--- src/rtl/sipo_read_gather.sv ---
// +--------------------------------------------------------------------------+
// | sipo_read_gather: turns one wide-fetch request into a burst of buffer    |
// | reads and gathers the returned words into a parallel output vector.      |
// | Revision: 1.0                                                            |
// +--------------------------------------------------------------------------+
`default_nettype none

module sipo_read_gather #(
  parameter int NUM_PARALLEL_OUT     = 4,
  parameter int READ_INTERFACE_WIDTH = 256,
  parameter int READ_ADDR_WIDTH      = 32,
  parameter int ADDR_STRIDE          = 32,
  parameter int READ_LATENCY         = 1
) (
  input  logic                                              clk,
  input  logic                                              nrst,
  input  logic                                              clear_i,
  input  logic                                              req_valid_i,
  output logic                                              req_ready_o,
  input  logic [READ_ADDR_WIDTH-1:0]                        req_addr_i,
  input  logic [$clog2(NUM_PARALLEL_OUT+1)-1:0]             req_count_i,
  output logic                                              rd_en_o,
  output logic [READ_ADDR_WIDTH-1:0]                        rd_addr_o,
  input  logic [READ_INTERFACE_WIDTH-1:0]                   rd_data_i,
  output logic [NUM_PARALLEL_OUT-1:0][READ_INTERFACE_WIDTH-1:0] data_o,
  output logic                                              valid_o,
  input  logic                                              ready_i,
  output logic                                              busy_o
);

  localparam int CNT_W  = $clog2(NUM_PARALLEL_OUT + 1);
  localparam int SLOT_W = (NUM_PARALLEL_OUT > 1) ? $clog2(NUM_PARALLEL_OUT) : 1;
  localparam logic [CNT_W-1:0] C_MAX_COUNT = CNT_W'(NUM_PARALLEL_OUT);
  localparam logic [READ_ADDR_WIDTH-1:0] C_STRIDE = READ_ADDR_WIDTH'(ADDR_STRIDE);

  typedef enum logic [1:0] {
    S_IDLE  = 2'd0,
    S_ISSUE = 2'd1,
    S_DRAIN = 2'd2,
    S_HOLD  = 2'd3
  } state_t;

  state_t            r_state;
  logic [CNT_W-1:0]  r_count;
  logic [CNT_W-1:0]  r_issue;

  // Stage 0 travels alongside rd_en_o; stage READ_LATENCY lines up with rd_data_i.
  logic              r_tag_v    [0:READ_LATENCY];
  logic [SLOT_W-1:0] r_tag_slot [0:READ_LATENCY];

  logic [CNT_W-1:0]  w_req_count;
  logic              w_cap;
  logic [SLOT_W-1:0] w_cap_slot;
  logic              w_last_cap;

  assign w_req_count = (req_count_i > C_MAX_COUNT) ? C_MAX_COUNT : req_count_i;
  assign w_cap       = r_tag_v[READ_LATENCY];
  assign w_cap_slot  = r_tag_slot[READ_LATENCY];
  assign w_last_cap  = w_cap && (CNT_W'(w_cap_slot) == (r_count - CNT_W'(1)));
  assign req_ready_o = (r_state == S_IDLE);

  always_ff @(posedge clk or negedge nrst) begin
    if (!nrst) begin
      r_state   <= S_IDLE;
      r_count   <= '0;
      r_issue   <= '0;
      rd_en_o   <= 1'b0;
      rd_addr_o <= '0;
      data_o    <= '0;
      valid_o   <= 1'b0;
      busy_o    <= 1'b0;
      for (int i = 0; i <= READ_LATENCY; i++) begin
        r_tag_v[i]    <= 1'b0;
        r_tag_slot[i] <= '0;
      end
    end else if (clear_i) begin
      r_state <= S_IDLE;
      rd_en_o <= 1'b0;
      valid_o <= 1'b0;
      busy_o  <= 1'b0;
      for (int i = 0; i <= READ_LATENCY; i++) begin
        r_tag_v[i] <= 1'b0;
      end
    end else begin
      for (int i = READ_LATENCY; i > 0; i--) begin
        r_tag_v[i]    <= r_tag_v[i-1];
        r_tag_slot[i] <= r_tag_slot[i-1];
      end
      r_tag_v[0] <= 1'b0;
      rd_en_o    <= 1'b0;

      if (w_cap) begin
        data_o[w_cap_slot] <= rd_data_i;
      end

      case (r_state)
        S_IDLE: begin
          if (req_valid_i) begin
            r_count <= w_req_count;
            data_o  <= '0;
            busy_o  <= 1'b1;
            if (w_req_count == '0) begin
              r_issue <= '0;
              valid_o <= 1'b1;
              r_state <= S_HOLD;
            end else begin
              // Word 0 is issued on the acceptance edge itself.
              rd_en_o       <= 1'b1;
              rd_addr_o     <= req_addr_i;
              r_tag_v[0]    <= 1'b1;
              r_tag_slot[0] <= '0;
              r_issue       <= CNT_W'(1);
              r_state       <= (w_req_count == CNT_W'(1)) ? S_DRAIN : S_ISSUE;
            end
          end
        end

        S_ISSUE: begin
          rd_en_o       <= 1'b1;
          rd_addr_o     <= rd_addr_o + C_STRIDE;
          r_tag_v[0]    <= 1'b1;
          r_tag_slot[0] <= SLOT_W'(r_issue);
          r_issue       <= r_issue + CNT_W'(1);
          if (r_issue == (r_count - CNT_W'(1))) begin
            r_state <= S_DRAIN;
          end
        end

        S_DRAIN: begin
          // Returns arrive in issue order, so the last slot closes the burst.
          if (w_last_cap) begin
            valid_o <= 1'b1;
            r_state <= S_HOLD;
          end
        end

        S_HOLD: begin
          if (ready_i) begin
            valid_o <= 1'b0;
            busy_o  <= 1'b0;
            r_state <= S_IDLE;
          end
        end

        default: begin
          r_state <= S_IDLE;
        end
      endcase
    end
  end

endmodule

`default_nettype wire

--- config.mk ---
export PLATFORM = sky130hd
export DESIGN_NAME = sipo_read_gather
export DESIGN_NICKNAME = d
export VERILOG_FILES = /design/src/rtl/sipo_read_gather.sv
export SDC_FILE = /design/constraint.sdc
export NUM_CORES = 1
export LEC_CHECK = 0
export CORE_AREA = 2 2 532 534
export CTS_CLUSTER_SIZE = 8
export DETAILED_ROUTE_END_ITERATION = 8
export DIE_AREA = 0 0 534 536
export GPL_TIMING_DRIVEN = 0
export PLACE_DENSITY_LB_ADDON = 0.3
export SETUP_SLACK_MARGIN = 0.2
export SYNTH_ARGS = -nofsm -noshare
export SYNTH_HDL_FRONTEND = slang
export SYNTH_SLANG_ARGS = --single-unit
--- constraint.sdc ---
create_clock -name clk -period 3.45 [get_ports clk]
set_input_delay 0.69 -clock clk [delete_from_list [all_inputs] [get_ports clk]]
set_output_delay 0.69 -clock clk [all_outputs]
set_load 0.01 [all_outputs]
==> results.cfg <==
[drt]
first_pass_iters = 6
dr_wl_met3_um = 27000
wirelength_um = 281000
via_per_inst = 4.20
ant_nets = 0
vias = 42500
drc = 0
detail_route.wl_per_cell_um = 27.8
dr.max_layer_used = met5
drt_iter0_markers = 3417
wl_met2_um = 134000
wl_met1_um = 110000

[yosys]
yosysUniqueCellTypes = 53
synth_top_family_by_area = simple AND/OR/NAND/NOR gates
synth_edf_count = 0
yosys_warnings = 0
async_flop_share_pct = 100
ys_seq_area_share_pct = 62.6
synth-adder-area-share_pct = 0.204
syn_inst = 4788
ys_ff_latch = 1072
synth.mux.area_fraction_pct = 0.172
yosys.area_share.simple_pct = 19.8
syn_area_mm2 = 0.0428
synth_compound_area_share_pct = 13.3
synth_fp_nets = 5091
synth.avg_cell_area_um2 = 8.95
post_synth_xor_area_fraction_pct = 0.123
ys.flop_type = dfrtp_1

[sta]
setup_viol = 0
final-hold-violation-count = 117
rsz0062_at_grt = no
holdWs_ns = -0.162
skew_ns = 0.0585
fin_crit_sh_pct = 91.6
tightest_slew_ns = 1.11
min_period_ns = 3.16
drv_slew = 0
fmax_mhz = 316
finalWorstSetupSlack_ns = 0.289
relSlewSlack_pct = 25.9

[critical_path]
cp-startpoint = clear_i
crit_fanout = 10
critPathMaxStageDelay_ns = 0.63
crit_type = in -> reg
critPathCaptureType = flop
r2r_end = data_o[898]$_DFFE_PN0N_
cp_common_cell = clkbuf_2
required_ns = 4.08
endpoint = data_o[898]$_DFFE_PN0N_
crit_chain = clkdlybuf4s50_1, buf_2, nor2_1, nand3_1, clkbuf_2, clkbuf_2, nand2_1, a21oi_1
reg2reg_from = w_cap$_DFF_PN0_
r2r_cells = 7
r2r_setup_slack_ns = 0.35
cp_slowest_cell = nand3_1
crit_path_start_kind = input pin
cp.arrival_ns = 3.79

[die]
ioPinCount = 1356
fp.dieArea_mm2 = 0.286
coreArea_mm2 = 0.281
start_util_pct = 15.3
die_w_um = 534
die_y_um = 536
num_rows = 195

[hold_path]
hp-class = in -> async

[finish]
multiInputGateArea_mm2 = 0.0144
register_area_mm2 = 0.0268
drive_above_1_share_pct = 6.22
syn_to_final_growth_pct = 54.3
layout_commonest_cell = nand2_1
layout_common_cells = 2084 x nand2_1, 1354 x clkdlybuf4s50_1, 1072 x dfrtp_1
n_fill_cell = 30500
stdcell_area_mm2 = 0.0661
fin_nets = 6623

[global_routing]
grt_use_total_pct = 18.9
grt_pass1_vias = 42200
gr-total-overflow = 0
grt_max_degree = 165
grt_pass1_wl_um = 375000
antenna_found_initial = 94

[clocking]
path_clk_slew_ns = 0.05
cts_root_buffer = clkbuf_16
tritoncts = built
cts_max_level = 4
clockBufferDepth = 4
clkLatencyLatePin_ns = 0.83
cts_buffers = 162
clkSinkCount = 1072

[place]
place_area_mm2 = 0.0614
dp_slack_ns = -1.26
io_buffer_count = 1355
dp_hpwl_um = 224000
gp_congestion = 0.903

[run]
cap_violations = 0

[power_and_ir_drop]
p_per_area_mw_per_mm2 = 634
leakage_nw = 26.6
vdd_drop_max_uv = 403

[status]
status = finished, violations left
violations = hold timing
## worst min path at each step
stage                                  start                  endpoint  slack (ns)  depth (start not counted)
floorplan                               nrst        busy_o$_DFFE_PN0P_        0.39                          0
global placement    rd_addr_o[4]$_DFFE_PN0P_  rd_addr_o[4]$_DFFE_PN0P_        0.47                          2
detailed placement  rd_addr_o[4]$_DFFE_PN0P_  rd_addr_o[4]$_DFFE_PN0P_        0.47                          2
CTS                                     nrst   data_o[539]$_DFFE_PN0N_       -0.20                          1
global route                            nrst    data_o[87]$_DFFE_PN0N_       -0.16                          1
finish                                  nrst   data_o[575]$_DFFE_PN0N_       -0.16                          1
## logic make-up after synthesis
family | Yosys count
compound gates | 1119
xor+xnor | 6
fa+ha+maj | 7
buf+inv | 374
flops | 1072
mux | 7
simple gates | 2203
## synth_stat cells (all sizes together), types with 7 or more instances
master  instances  share of area [%]
inv            13               0.11
clkbuf        186                1.6
dfrtp        1072                 63
nor4            8               0.12
o21ai          27               0.32
nand2        2084                 18
nor2           27               0.25
buf           175                2.0
ha              7               0.20
nand3          25               0.29
o22ai          18               0.26
nand2b         10               0.15
nor3           11               0.15
a21oi        1050                 12
nand4          10               0.16
## per-layer routing
metal / up-vias / GRT usage (%)
li1: 18600 / -
met1: 21300 / 22.5
met2: 2107 / 31.7
met3: 449 / 6.31
met4: 44 / 6.71
met5: - / 0
## power breakdown
part | leakage [nW] | switching (mW) | internal, mW
Sequential | 14.8 | 1.40 | 14.3
Combinational | 9.62 | 6.63 | 4.66
Clock | 2.19 | 6.22 | 8.66
Total | 26.6 | 14.2 | 27.6
## sequential cells by signal, indices dropped and copies added, names as in the netlist
signal / flops
r_state: 2
rd_addr_o: 32
w_cap_slot: 2
r_tag_v: 1
w_cap: 1
r_issue: 3
data_o: 1024
busy_o: 1
r_tag_slot: 2
r_count: 3
valid_o: 1
## worst max-delay path: cells and delay by family
kind	cells	cell delay, ns
buf+inv	4	1.76
simple gates	3	1.16
compound gates	1	0.08
## cell type report
class                      count  area share [%]
sequential                  1072            40.6
multi-input combinational   3342            21.9
timing repair buffer        1368            21.0
tap                         3743            7.09
clock buffer                 178            6.36
buffer                       361            2.45
clock inverter                19           0.432
antenna                       32           0.121
inverter                      13          0.0738
## metrics by stage
stage               total power, mW  std cells  hold WS [ns]  util [%]  TNS (ns)
floorplan                      19.6       4788         0.394         -         0
global placement               27.2       9886         0.471      21.8         -
detailed placement             27.3       9898         0.466      21.9   -645.01
CTS                            42.5      10100        -0.199      23.5         0
global route                   43.8      10100        -0.165      23.5         0
finish                         41.9      10100        -0.162      23.5         0
## what timing repair did
item,4_1_cts,5_1_grt
setup buffers,0,0
setup endpoints to repair,869,108
pin swaps,0,0
endpoints found under the hold margin,117,117
resized for setup,26,3
cloned,0,1
Power figures use the tool's default switching activity.
